$ cat config.mk
export PLATFORM = sky130hd
export DESIGN_NAME = prog_loader
export DESIGN_NICKNAME = d
export VERILOG_FILES = /design/src/rtl/loader_pkg.sv /design/src/rtl/byte_packer.sv /design/src/rtl/prog_loader.sv
export SDC_FILE = /design/constraint.sdc
export NUM_CORES = 1
export LEC_CHECK = 0
export ABC_AREA = 1
export BUFFER_PORTS_ARGS = -buffer_cell sky130_fd_sc_hd__buf_2
export CORE_MARGIN = 2
export CORE_UTILIZATION = 50
export CTS_CLUSTER_SIZE = 10
export DETAILED_ROUTE_END_ITERATION = 6
export PLACE_DENSITY_LB_ADDON = 0.2
export RECOVER_POWER = 25
export SLEW_MARGIN = 20
export SYNTH_ARGS = -nofsm -noshare
export SYNTH_HDL_FRONTEND = slang
export SYNTH_HIERARCHICAL = 1
export SYNTH_SLANG_ARGS = --single-unit
$ cat constraint.sdc
create_clock -name clk -period 2.97 [get_ports clk]
set_input_delay 0.1485 -clock clk [delete_from_list [all_inputs] [get_ports clk]]
set_output_delay 0.1485 -clock clk [all_outputs]
set_load 0.05 [all_outputs]
$ cat src/rtl/loader_pkg.sv
// -----------------------------------------------------------------------------
// loader_pkg
// Shared definitions for the serial program loader: FSM state encoding, the
// width of the little-endian length header, byte-packer terminal counts and a
// helper that judges whether a length header is legal.
// -----------------------------------------------------------------------------
package loader_pkg;

    // Width of the word-count header that precedes the program image.
    localparam int HDR_W = 16;

    // Index of the last byte of a header (2 bytes) and of an instruction (4 bytes).
    localparam logic [1:0] LEN_LAST  = 2'd1;
    localparam logic [1:0] DATA_LAST = 2'd3;

    typedef enum logic [2:0] {
        ST_IDLE  = 3'd0,
        ST_LEN   = 3'd1,
        ST_DATA  = 3'd2,
        ST_WRITE = 3'd3,
        ST_RUN   = 3'd4,
        ST_ERR   = 3'd5
    } state_t;

    // A header is illegal when it asks for no words or more than the memory holds.
    function automatic logic hdr_illegal(input logic [HDR_W-1:0] cnt,
                                         input logic [HDR_W-1:0] max_words);
        return (cnt == {HDR_W{1'b0}}) || (cnt > max_words);
    endfunction

endpackage

$ cat src/rtl/byte_packer.sv
// -----------------------------------------------------------------------------
// byte_packer
// Little-endian byte-to-word assembler. Each accepted byte is shifted in from
// the top, so after four bytes the first one sits in bits 7:0. For the two-byte
// length header the assembled value appears in bits 31:16.
//
// Ports
//   clk_i          clock
//   areset_i       synchronous active-high reset
//   clr_i          restart assembly (drops any partial word)
//   byte_en_i      a byte is accepted this cycle
//   byte_data_i    the byte being accepted
//   last_idx_i     index of the final byte of the current word (1 or 3)
//   word_o         assembled word including the byte accepted this cycle
//   word_valid_o   one-cycle pulse: the final byte is accepted this cycle
// -----------------------------------------------------------------------------
module byte_packer
    import loader_pkg::*;
(
    input  logic        clk_i,
    input  logic        areset_i,
    input  logic        clr_i,
    input  logic        byte_en_i,
    input  logic [7:0]  byte_data_i,
    input  logic [1:0]  last_idx_i,
    output logic [31:0] word_o,
    output logic        word_valid_o
);

    logic [31:0] shift_q, shift_d;
    logic [1:0]  cnt_q, cnt_d;

    // Next shift register / byte counter and the completion pulse.
    always_comb begin
        shift_d      = shift_q;
        cnt_d        = cnt_q;
        word_valid_o = 1'b0;
        if (clr_i) begin
            shift_d = 32'd0;
            cnt_d   = 2'd0;
        end else if (byte_en_i) begin
            shift_d = {byte_data_i, shift_q[31:8]};
            if (cnt_q == last_idx_i) begin
                cnt_d        = 2'd0;
                word_valid_o = 1'b1;
            end else begin
                cnt_d = cnt_q + 2'd1;
            end
        end else begin
            shift_d = shift_q;
            cnt_d   = cnt_q;
        end
    end

    // The word is presented combinationally so the loader can act on the
    // same edge that accepts the final byte.
    assign word_o = shift_d;

    // Shift register and byte counter state.
    always_ff @(posedge clk_i) begin
        if (areset_i) begin
            shift_q <= 32'd0;
            cnt_q   <= 2'd0;
        end else begin
            shift_q <= shift_d;
            cnt_q   <= cnt_d;
        end
    end

endmodule

$ cat src/rtl/prog_loader.sv
// -----------------------------------------------------------------------------
// prog_loader
// Receives a program over a byte stream (16-bit little-endian word count,
// then little-endian 32-bit instructions), writes it into instruction memory
// and then releases the core. All outputs are registered and decoded from the
// next state, so they always agree with the state the FSM is in.
//
// Ports
//   clk          clock, rising edge
//   areset       synchronous active-high reset
//   start        one-cycle request to begin a load (ignored while loading)
//   byte_valid   byte_data holds a valid byte
//   byte_data    serial program byte
//   byte_ready   loader accepts a byte this cycle (LEN and DATA only)
//   imem_we      instruction-memory write strobe
//   imem_addr    word address of the write
//   imem_wdata   instruction word to write
//   core_rst     holds the datapath in reset (all states but RUN)
//   pc_load      PC update enable (RUN only)
//   busy         load in progress (LEN, DATA, WRITE)
//   done         program loaded and core running (RUN only)
//   err          illegal length header seen (ERR only)
// -----------------------------------------------------------------------------
module prog_loader
    import loader_pkg::*;
#(
    parameter int MEM_WORDS = 64,
    parameter int ADDR_W    = 6
) (
    input  logic              clk,
    input  logic              areset,
    input  logic              start,
    input  logic              byte_valid,
    input  logic [7:0]        byte_data,
    output logic              byte_ready,
    output logic              imem_we,
    output logic [ADDR_W-1:0] imem_addr,
    output logic [31:0]       imem_wdata,
    output logic              core_rst,
    output logic              pc_load,
    output logic              busy,
    output logic              done,
    output logic              err
);

    localparam logic [HDR_W-1:0] MAX_WORDS = HDR_W'(MEM_WORDS);

    state_t            state_q, state_d;
    logic [HDR_W-1:0]  count_q, count_d;
    logic [ADDR_W-1:0] widx_q, widx_d;

    logic              byte_ready_q, byte_ready_d;
    logic              imem_we_q, imem_we_d;
    logic [ADDR_W-1:0] imem_addr_q, imem_addr_d;
    logic [31:0]       imem_wdata_q, imem_wdata_d;
    logic              core_rst_q, core_rst_d;
    logic              pc_load_q, pc_load_d;
    logic              busy_q, busy_d;
    logic              done_q, done_d;
    logic              err_q, err_d;

    logic              accept_s;
    logic              pk_clr_s;
    logic [1:0]        pk_last_s;
    logic [31:0]       pk_word_s;
    logic              pk_valid_s;
    logic [HDR_W-1:0]  hdr_s;
    logic              last_word_s;

    // byte_ready_q mirrors "state is LEN or DATA", so it doubles as the handshake gate.
    assign accept_s  = byte_valid & byte_ready_q;
    assign pk_last_s = (state_q == ST_LEN) ? LEN_LAST : DATA_LAST;
    // Two bytes shifted in from the top leave the header in the upper half.
    assign hdr_s     = pk_word_s[31 -: HDR_W];
    assign last_word_s = ((HDR_W'(widx_q) + HDR_W'(1'b1)) == count_q);

    byte_packer u_packer (
        .clk_i        (clk),
        .areset_i     (areset),
        .clr_i        (pk_clr_s),
        .byte_en_i    (accept_s),
        .byte_data_i  (byte_data),
        .last_idx_i   (pk_last_s),
        .word_o       (pk_word_s),
        .word_valid_o (pk_valid_s)
    );

    // Next-state logic: header/word completion drives the transitions.
    always_comb begin
        state_d  = state_q;
        count_d  = count_q;
        widx_d   = widx_q;
        pk_clr_s = 1'b0;
        case (state_q)
            ST_IDLE, ST_RUN, ST_ERR: begin
                if (start) begin
                    state_d  = ST_LEN;
                    count_d  = {HDR_W{1'b0}};
                    widx_d   = {ADDR_W{1'b0}};
                    pk_clr_s = 1'b1;
                end else begin
                    state_d = state_q;
                end
            end
            ST_LEN: begin
                if (pk_valid_s) begin
                    count_d = hdr_s;
                    widx_d  = {ADDR_W{1'b0}};
                    if (hdr_illegal(hdr_s, MAX_WORDS)) begin
                        state_d = ST_ERR;
                    end else begin
                        state_d = ST_DATA;
                    end
                end else begin
                    state_d = ST_LEN;
                end
            end
            ST_DATA: begin
                if (pk_valid_s) begin
                    state_d = ST_WRITE;
                end else begin
                    state_d = ST_DATA;
                end
            end
            ST_WRITE: begin
                if (last_word_s) begin
                    state_d = ST_RUN;
                end else begin
                    state_d = ST_DATA;
                    widx_d  = widx_q + ADDR_W'(1'b1);
                end
            end
            default: begin
                state_d = ST_IDLE;
                count_d = {HDR_W{1'b0}};
                widx_d  = {ADDR_W{1'b0}};
            end
        endcase
    end

    // Output decode from the next state so the registered outputs line up with state_q.
    always_comb begin
        byte_ready_d = 1'b0;
        imem_we_d    = 1'b0;
        imem_addr_d  = {ADDR_W{1'b0}};
        imem_wdata_d = 32'd0;
        core_rst_d   = 1'b1;
        pc_load_d    = 1'b0;
        busy_d       = 1'b0;
        done_d       = 1'b0;
        err_d        = 1'b0;
        case (state_d)
            ST_LEN, ST_DATA: begin
                byte_ready_d = 1'b1;
                busy_d       = 1'b1;
            end
            ST_WRITE: begin
                // WRITE is only entered on the edge that completes a word,
                // so the packer output is the instruction to store.
                imem_we_d    = 1'b1;
                imem_addr_d  = widx_d;
                imem_wdata_d = pk_word_s;
                busy_d       = 1'b1;
            end
            ST_RUN: begin
                core_rst_d = 1'b0;
                pc_load_d  = 1'b1;
                done_d     = 1'b1;
            end
            ST_ERR: begin
                err_d = 1'b1;
            end
            default: begin
                core_rst_d = 1'b1;
            end
        endcase
    end

    // State, counters and registered outputs.
    always_ff @(posedge clk) begin
        if (areset) begin
            state_q      <= ST_IDLE;
            count_q      <= {HDR_W{1'b0}};
            widx_q       <= {ADDR_W{1'b0}};
            byte_ready_q <= 1'b0;
            imem_we_q    <= 1'b0;
            imem_addr_q  <= {ADDR_W{1'b0}};
            imem_wdata_q <= 32'd0;
            core_rst_q   <= 1'b1;
            pc_load_q    <= 1'b0;
            busy_q       <= 1'b0;
            done_q       <= 1'b0;
            err_q        <= 1'b0;
        end else begin
            state_q      <= state_d;
            count_q      <= count_d;
            widx_q       <= widx_d;
            byte_ready_q <= byte_ready_d;
            imem_we_q    <= imem_we_d;
            imem_addr_q  <= imem_addr_d;
            imem_wdata_q <= imem_wdata_d;
            core_rst_q   <= core_rst_d;
            pc_load_q    <= pc_load_d;
            busy_q       <= busy_d;
            done_q       <= done_d;
            err_q        <= err_d;
        end
    end

    assign byte_ready = byte_ready_q;
    assign imem_we    = imem_we_q;
    assign imem_addr  = imem_addr_q;
    assign imem_wdata = imem_wdata_q;
    assign core_rst   = core_rst_q;
    assign pc_load    = pc_load_q;
    assign busy       = busy_q;
    assign done       = done_q;
    assign err        = err_q;

endmodule

# Yosys cells after proc, flatten, opt, wreduce, memory -nomap -nowiden
# Index checks and enable logic that the tools add are counted.
[op_classes]
add_sub_neg = 3
mul = 0
div_mod_pow = 0
magnitude_cmp = 1
eq_ne = 14
shift = 0
n_mux = 28
n_bitwise = 3
n_reduce_logical = 10
[op_table]
columns = ["operator", "n"]
rows = [
  ["$mux W32", 2],
  ["$pmux W16 S3", 1],
  ["$mux W16", 2],
  ["$pmux W6 S4", 1],
  ["$mux W6", 3],
  ["$eq A7 B16 Y1", 1],
  ["$gt A16 B7 Y1 const B", 1],
  ["$logic_not A16 Y1", 1],
  ["$eq A3 B2 Y1 const B", 4],
  ["$eq A3 B3 Y1 const B", 4],
  ["$mux W1", 12],
  ["$mux W3", 4],
  ["$pmux W3 S4", 1],
  ["$reduce_or A2 Y1", 4],
  ["$add A6 B1 Y7 const B", 1],
  ["$add A6 B1 Y6 const B", 1],
  ["$eq A3 B1 Y1 const B", 2],
  ["$reduce_or A3 Y1", 2],
  ["$mux W2", 2],
  ["$ne A2 B2 Y1 const B", 2],
  ["$logic_not A3 Y1", 1],
  ["$reduce_and A3 Y1", 1],
  ["$add A2 B1 Y2 const B", 1],
  ["$eq A2 B2 Y1", 1],
  ["3 further kinds", 4],
]
[word_totals]
register_bits = 103
latch_bits = 0
ram_bits = 0
rom_bits = 0
in_bits = 12
out_inout_bits = 45
word_cells = 72
mem_count = 0

# Depth between registers and ports, before layout
[logic_depth]
word_depth = 12
mapped_depth = 17
ltp_nobuf = 16

# Modules after synthesis
# Netlist, hierarchy kept.
[modules_own_cells]
columns = ["mod", "instances", "cells_per_inst", "area_each_um2"]
rows = [
  ["prog_loader", 1, 356, 2740.1],
  ["byte_packer", 1, 202, 1706.6],
]

# Least setup slack after synthesis
# Ideal clock, no wire load.
[synth_path]
path_type = "register to register"
start = "reg byte_ready_q, in the netlist byte_ready"
end = "reg busy_q, in the netlist busy"
setup_time_ps = 70
arrival_time_ps = 2222
required_time_ps = 2900
path_slack_ps = 678
stages_incl_launch_ff = 17
period_less_slack_ps = 2292
path_cell_list = "dfxtp_1 > nand2_1 > inv_1 > buf_6 > inv_2 > buf_4 > nor2_1 > nor3_1 > nor2_1 > nand3_1 > o21ai_0 > nand3_1 > nand2_1 > nand3_1 > inv_1 > nand2_1 > a21oi_1"
[synth_between]
elab_chain_len = 11
elab_cells_between_ends = 17
cone_classes = "order compare: 1; eq/ne: 3; mux: 9; bitwise: 1; reduce/logical: 3"
[synth_rtl]
columns = ["element", "line", "rtl"]
rows = [
  ["start, declared", "prog_loader.sv:52", "logic byte_ready_q, byte_ready_d;"],
  ["start signal, assigned", "prog_loader.sv:198", "byte_ready_q <= byte_ready_d;"],
  ["$and A1 B1 Y1 *", "prog_loader.sv:71", "assign accept_s = byte_valid & byte_ready_q;"],
  ["named net accept_s", "prog_loader.sv:62", "logic accept_s;"],
  ["$mux W32 *", "byte_packer.sv:41", "end else if (byte_en_i) begin"],
  ["$mux W32 *", "byte_packer.sv:38", "if (clr_i) begin"],
  ["named net pk_word_s[19]", "prog_loader.sv:65", "logic [31:0] pk_word_s;"],
  ["$gt A16 B7 Y1 / $logic_not A16 Y1 (equally long branches)", "loader_pkg.sv:28", "return (cnt == {HDR_W{1'b0}}) || (cnt > max_words);"],
  ["$logic_or A1 B1 Y1 *", "loader_pkg.sv:28", ""],
  ["$mux W3 *", "prog_loader.sv:109", "if (hdr_illegal(hdr_s, MAX_WORDS)) begin"],
  ["$mux W3 *", "prog_loader.sv:106", "if (pk_valid_s) begin"],
  ["$pmux W3 S4 *", "prog_loader.sv:94", "case (state_q)"],
  ["$eq A3 B2 Y1 / $eq A3 B1 Y1 (equally long branches)", "prog_loader.sv:152", "case (state_d)"],
  ["$reduce_or A3 Y1 (no line) *", "-", ""],
  ["$mux W1 *", "prog_loader.sv:152", ""],
  ["end signal, assigned", "prog_loader.sv:204", "busy_q <= busy_d;"],
  ["end, declared", "prog_loader.sv:58", "logic busy_q, busy_d;"],
]
# The timed path passes the listed nets; every way through them passes the cells marked *.
# A chain may end at the register's enable or synchronous reset.

# Worst setup path in the final report
[layout_path]
start = "reg state_q[2]"
end = "reg byte_ready_q, in the netlist byte_ready"
[layout_between]
elab_chain_len = 12
elab_cells_between_ends = 26
cone_classes = "order compare: 1; eq/ne: 8; mux: 12; reduce/logical: 5"
[layout_rtl]
columns = ["element", "line", "rtl"]
rows = [
  ["start, declared", "prog_loader.sv:48", "state_t state_q, state_d;"],
  ["start signal, assigned", "prog_loader.sv:195", "state_q <= state_d;"],
  ["$eq A3 B3 Y1 / $logic_not A3 Y1 (equally long branches)", "prog_loader.sv:94", ""],
  ["$reduce_or A3 Y1 *", "prog_loader.sv:94", ""],
  ["$mux W1 *", "prog_loader.sv:94", ""],
  ["$mux W32 *", "byte_packer.sv:38", ""],
  ["named net pk_word_s[20]", "prog_loader.sv:65", ""],
  ["$gt A16 B7 Y1 / $logic_not A16 Y1 (equally long branches)", "loader_pkg.sv:28", ""],
  ["$logic_or A1 B1 Y1 *", "loader_pkg.sv:28", ""],
  ["$mux W3 *", "prog_loader.sv:109", ""],
  ["$mux W3 *", "prog_loader.sv:106", ""],
  ["$pmux W3 S4 *", "prog_loader.sv:94", ""],
  ["$eq A3 B1 Y1 / $eq A3 B2 Y1 (equally long branches)", "prog_loader.sv:152", ""],
  ["$reduce_or A2 Y1 *", "prog_loader.sv:152", ""],
  ["$mux W1 *", "prog_loader.sv:152", ""],
]
# Marks and branches as above.

==> results by group <==
Run
  • Max-capacitance violation count: 0

Layout
  • Area grow syn2layout: 10.2%
  • Layout cells sized above 1: 0.159
  • Diodes inserted: 0
  • Post-route cell area: between 4000 and 5000 µm²
  • Layout Cells excl Fill: about 720
  • Commonest cells after routing, fill and taps aside: 118 x nor2_1, 103 x dfxtp_1, 70 x inv_1
  • Leading cell type in the layout, fill and taps excluded: nor2_1
  • Final net count: 619

Synth
  • Syn. warnings: 6
  • Sequential-to-total area share from yosys stat: 0.464
  • Post-synthesis cell type with the largest combined area: dfxtp_1
  • Syn Inst Count: 558
  • Yosys cell types: 34
  • Avg Cell Area, Syn: about 8.0 µm²
  • Top-area cell type share of the netlist area: 0.464
  • Register bit total from synthesis: around 100
  • Synth top area cells: dfxtp_1 46%, nor2_1 10%, nor4_2 8.4%
  • Syn Std Cell Area: 4450 µm²

STA
  • Fmax: 0.384 GHz
  • Final min period: 2600 ps
  • Worst slew margin: 0.551
  • Fin crit share: 0.877
  • Clock skew: ~19 ps
  • Unrepaired setup endpoints after global routing: no
  • Hold Violations, Final: 0
  • Worst slew pin tran: 673 ps
  • Final setup fails: 0
  • Max Slew Vio Count: 0
  • Setup TNS: 0 ps
  • Final hold slack: 91.5 ps

Critical path
  • Critical-path cell list: o21ai_2 -> nor2_2 -> nor3_1 -> inv_1 -> nand2_1 -> o21ai_0 -> nand3_1 -> nand2_1 -> nand3_1 -> inv_1 -> nand2_1 -> a21oi_1
  • CP peak stage delay: 570 ps
  • Required time worst endpoint: 3250 ps
  • Most frequent CP cell: nand2_1
  • Crit start category: flip-flop
  • Crit Path Max Fanout: 13
  • Element type at the critical path end: flip-flop
  • Worst Path Class, Setup: reg2reg
  • WP data arrival: 2880 ps
  • Slowest-stage cell, CP: nor2_2

Placement
  • Post-DP Area: around 4700 µm²
  • DP Wirelength: just under 7 mm
  • PortBufs: between 50 and 60
  • RD Place Congestion: between 0.8 and 0.9
  • Number of instances in the placed design: 702

Route
  • # DRC: 0
  • ANT nets after route: 0
  • Initial DRC count: 189
  • Vias per cell: between 5 and 6
  • Pre-antenna DRT Iters: 4
  • Total Wirelength: 9.77 mm
  • Average routed wire per standard cell: 13.6 µm
  • Routed vias: 3725

Global route
  • Gr usage total: 0.204
  • Grt total ovfl: 0
  • Vias in the first global route: between 3000 and 4000
  • Largest net degree at the start of global routing: 33
  • Initial antenna violation count: 0
  • First-pass GRT wire length: 16.1 mm

Run status
  • Status: finished, final reports clean

CTS
  • Num CTS Buffers: 9
  • CTS sink cnt: 103
  • CTS Buffer Depth: 2
  • Clock transition at path regs: 100 ps
  • Setup bufs post-CTS: 0
  • Post-CTS sizing: 0
  • Htree depth: 3
  • Worst-Skew Late Latency: between 300 and 400 ps
  • CTS Hold Buffers Added: 0
  • TritonCTS clock tree: built
  • CTS root buf: clkbuf_8

Floorplanning
  • Die area: 9660 µm²
  • Die X: roughly 98 µm
  • Die height: 98.3 µm
  • Core ar.: 8680 µm²
  • Cell row count: 34
  • Starting Density: 0.512
  • Num ports: 57

Min path
  • Worst hold path class: in2reg

Power
  • PwrDens: 589 nW/µm²
  • Static leakage: 1.94 nW
  • Tot Pwr: 2.89 mW
  • Max VDD drop: between 0.2 and 0.3 mV
==> kinds of logic (layout without fill, tap and decap cells) <==
kind of cell	Yosys count	count (layout)	synth area share
AOI/OAI and AO/OA	54	54	0.0706
xor gates and xnor gates	3	3	0.00591
adders and majority gates	1	1	0.00281
buffers and inverters	107	158	0.115
DFF	103	103	0.464
other	1	2	0.000843
and+or+nand+nor	289	290	0.342
==> state kept, by name, indices dropped and copies added (netlist names) <==
register / flops
count_q: 16
imem_we: 1
u_packer/shift_q: 32
done: 1
widx_q: 6
byte_ready: 1
err: 1
busy: 1
u_packer/cnt_q: 2
core_rst: 1
state_q: 3
imem_addr: 6
imem_wdata: 32
==> synthesized netlist by cell type <==
| master | instances |
|---|---|
| nor2_1 | 119 |
| dfxtp_1 | 103 |
| inv_1 | 70 |
| nand2_1 | 57 |
| nor3_1 | 32 |
| a21oi_1 | 31 |
| nor4_2 | 30 |
| nand3_1 | 26 |
| a211oi_1 | 14 |
| buf_2 | 10 |
| buf_4 | 8 |
| buf_6 | 6 |
| inv_2 | 6 |
| nand4_1 | 6 |
| clkbuf_1 | 5 |
| nand2_2 | 5 |
| o21ai_0 | 4 |
| nor2_2 | 3 |
| xor2_1 | 3 |
| clkbuf_8 | 2 |
| nand3_2 | 2 |
| nand3b_1 | 2 |
| nor3_2 | 2 |
| nor4_1 | 2 |
| a31oi_1 | 1 |
| conb_1 | 1 |
| ha_1 | 1 |
| nor2_4 | 1 |
| nor2_8 | 1 |
| o21ai_1 | 1 |
| o21ai_2 | 1 |
| o21bai_1 | 1 |
| o22ai_1 | 1 |
| or2_1 | 1 |
==> worst paths after layout <==
kind                     start                    to  slack (ps)  cells past startpoint
hold / removal    byte_data[4]  u_packer/shift_q[28]          90                      3
hold reg to reg    count_q[15]           count_q[15]         470                      2
setup reg to reg    state_q[2]            byte_ready         370                     12
setup / recovery    state_q[2]            byte_ready         370                     12
==> per-layer routing <==
layer	global-route usage	wire, µm	up-vias
met1	0.292	4690	1724
met2	0.307	4350	91
li1	-	-	1898
met3	0.0515	600	12
met4	0.0590	136	0
met5	0	0	-
==> report_power, final <==
group          internal, mW  total [mW]  switching (mW)
sequential             1.44        1.47          0.0274
clock                 0.422       0.903           0.481
combinational         0.158       0.517           0.360
==> worst max-delay path: cells and delay by family, from the launching register on <==
family,cells,cell delay [ps]
flip-flops,1,470
buffers and inverters,2,290
AO/OA/AOI/OAI,3,460
AND/OR/NAND/NOR,7,1320
==> per-stage QoR <==
step | setup slack (ps) | util
2_1_floorplan | 678 | -
3_3_place_gp | 461 | 0.546
3_5_place_dp | 325 | 0.546
4_1_cts | 295 | 0.569
5_1_grt | 107 | 0.565
6_report | 366 | 0.565
==> cell type report <==
class	instances	area (µm²)
fill	850	3780
multi-input combinational	350	1890
sequential	103	2060
timing repair buffer	66	322
clock inverter	5	61.3
clock buffer	11	141
inverter	76	285
tap	108	135
Note: power is estimated with default switching activity, not from simulation.
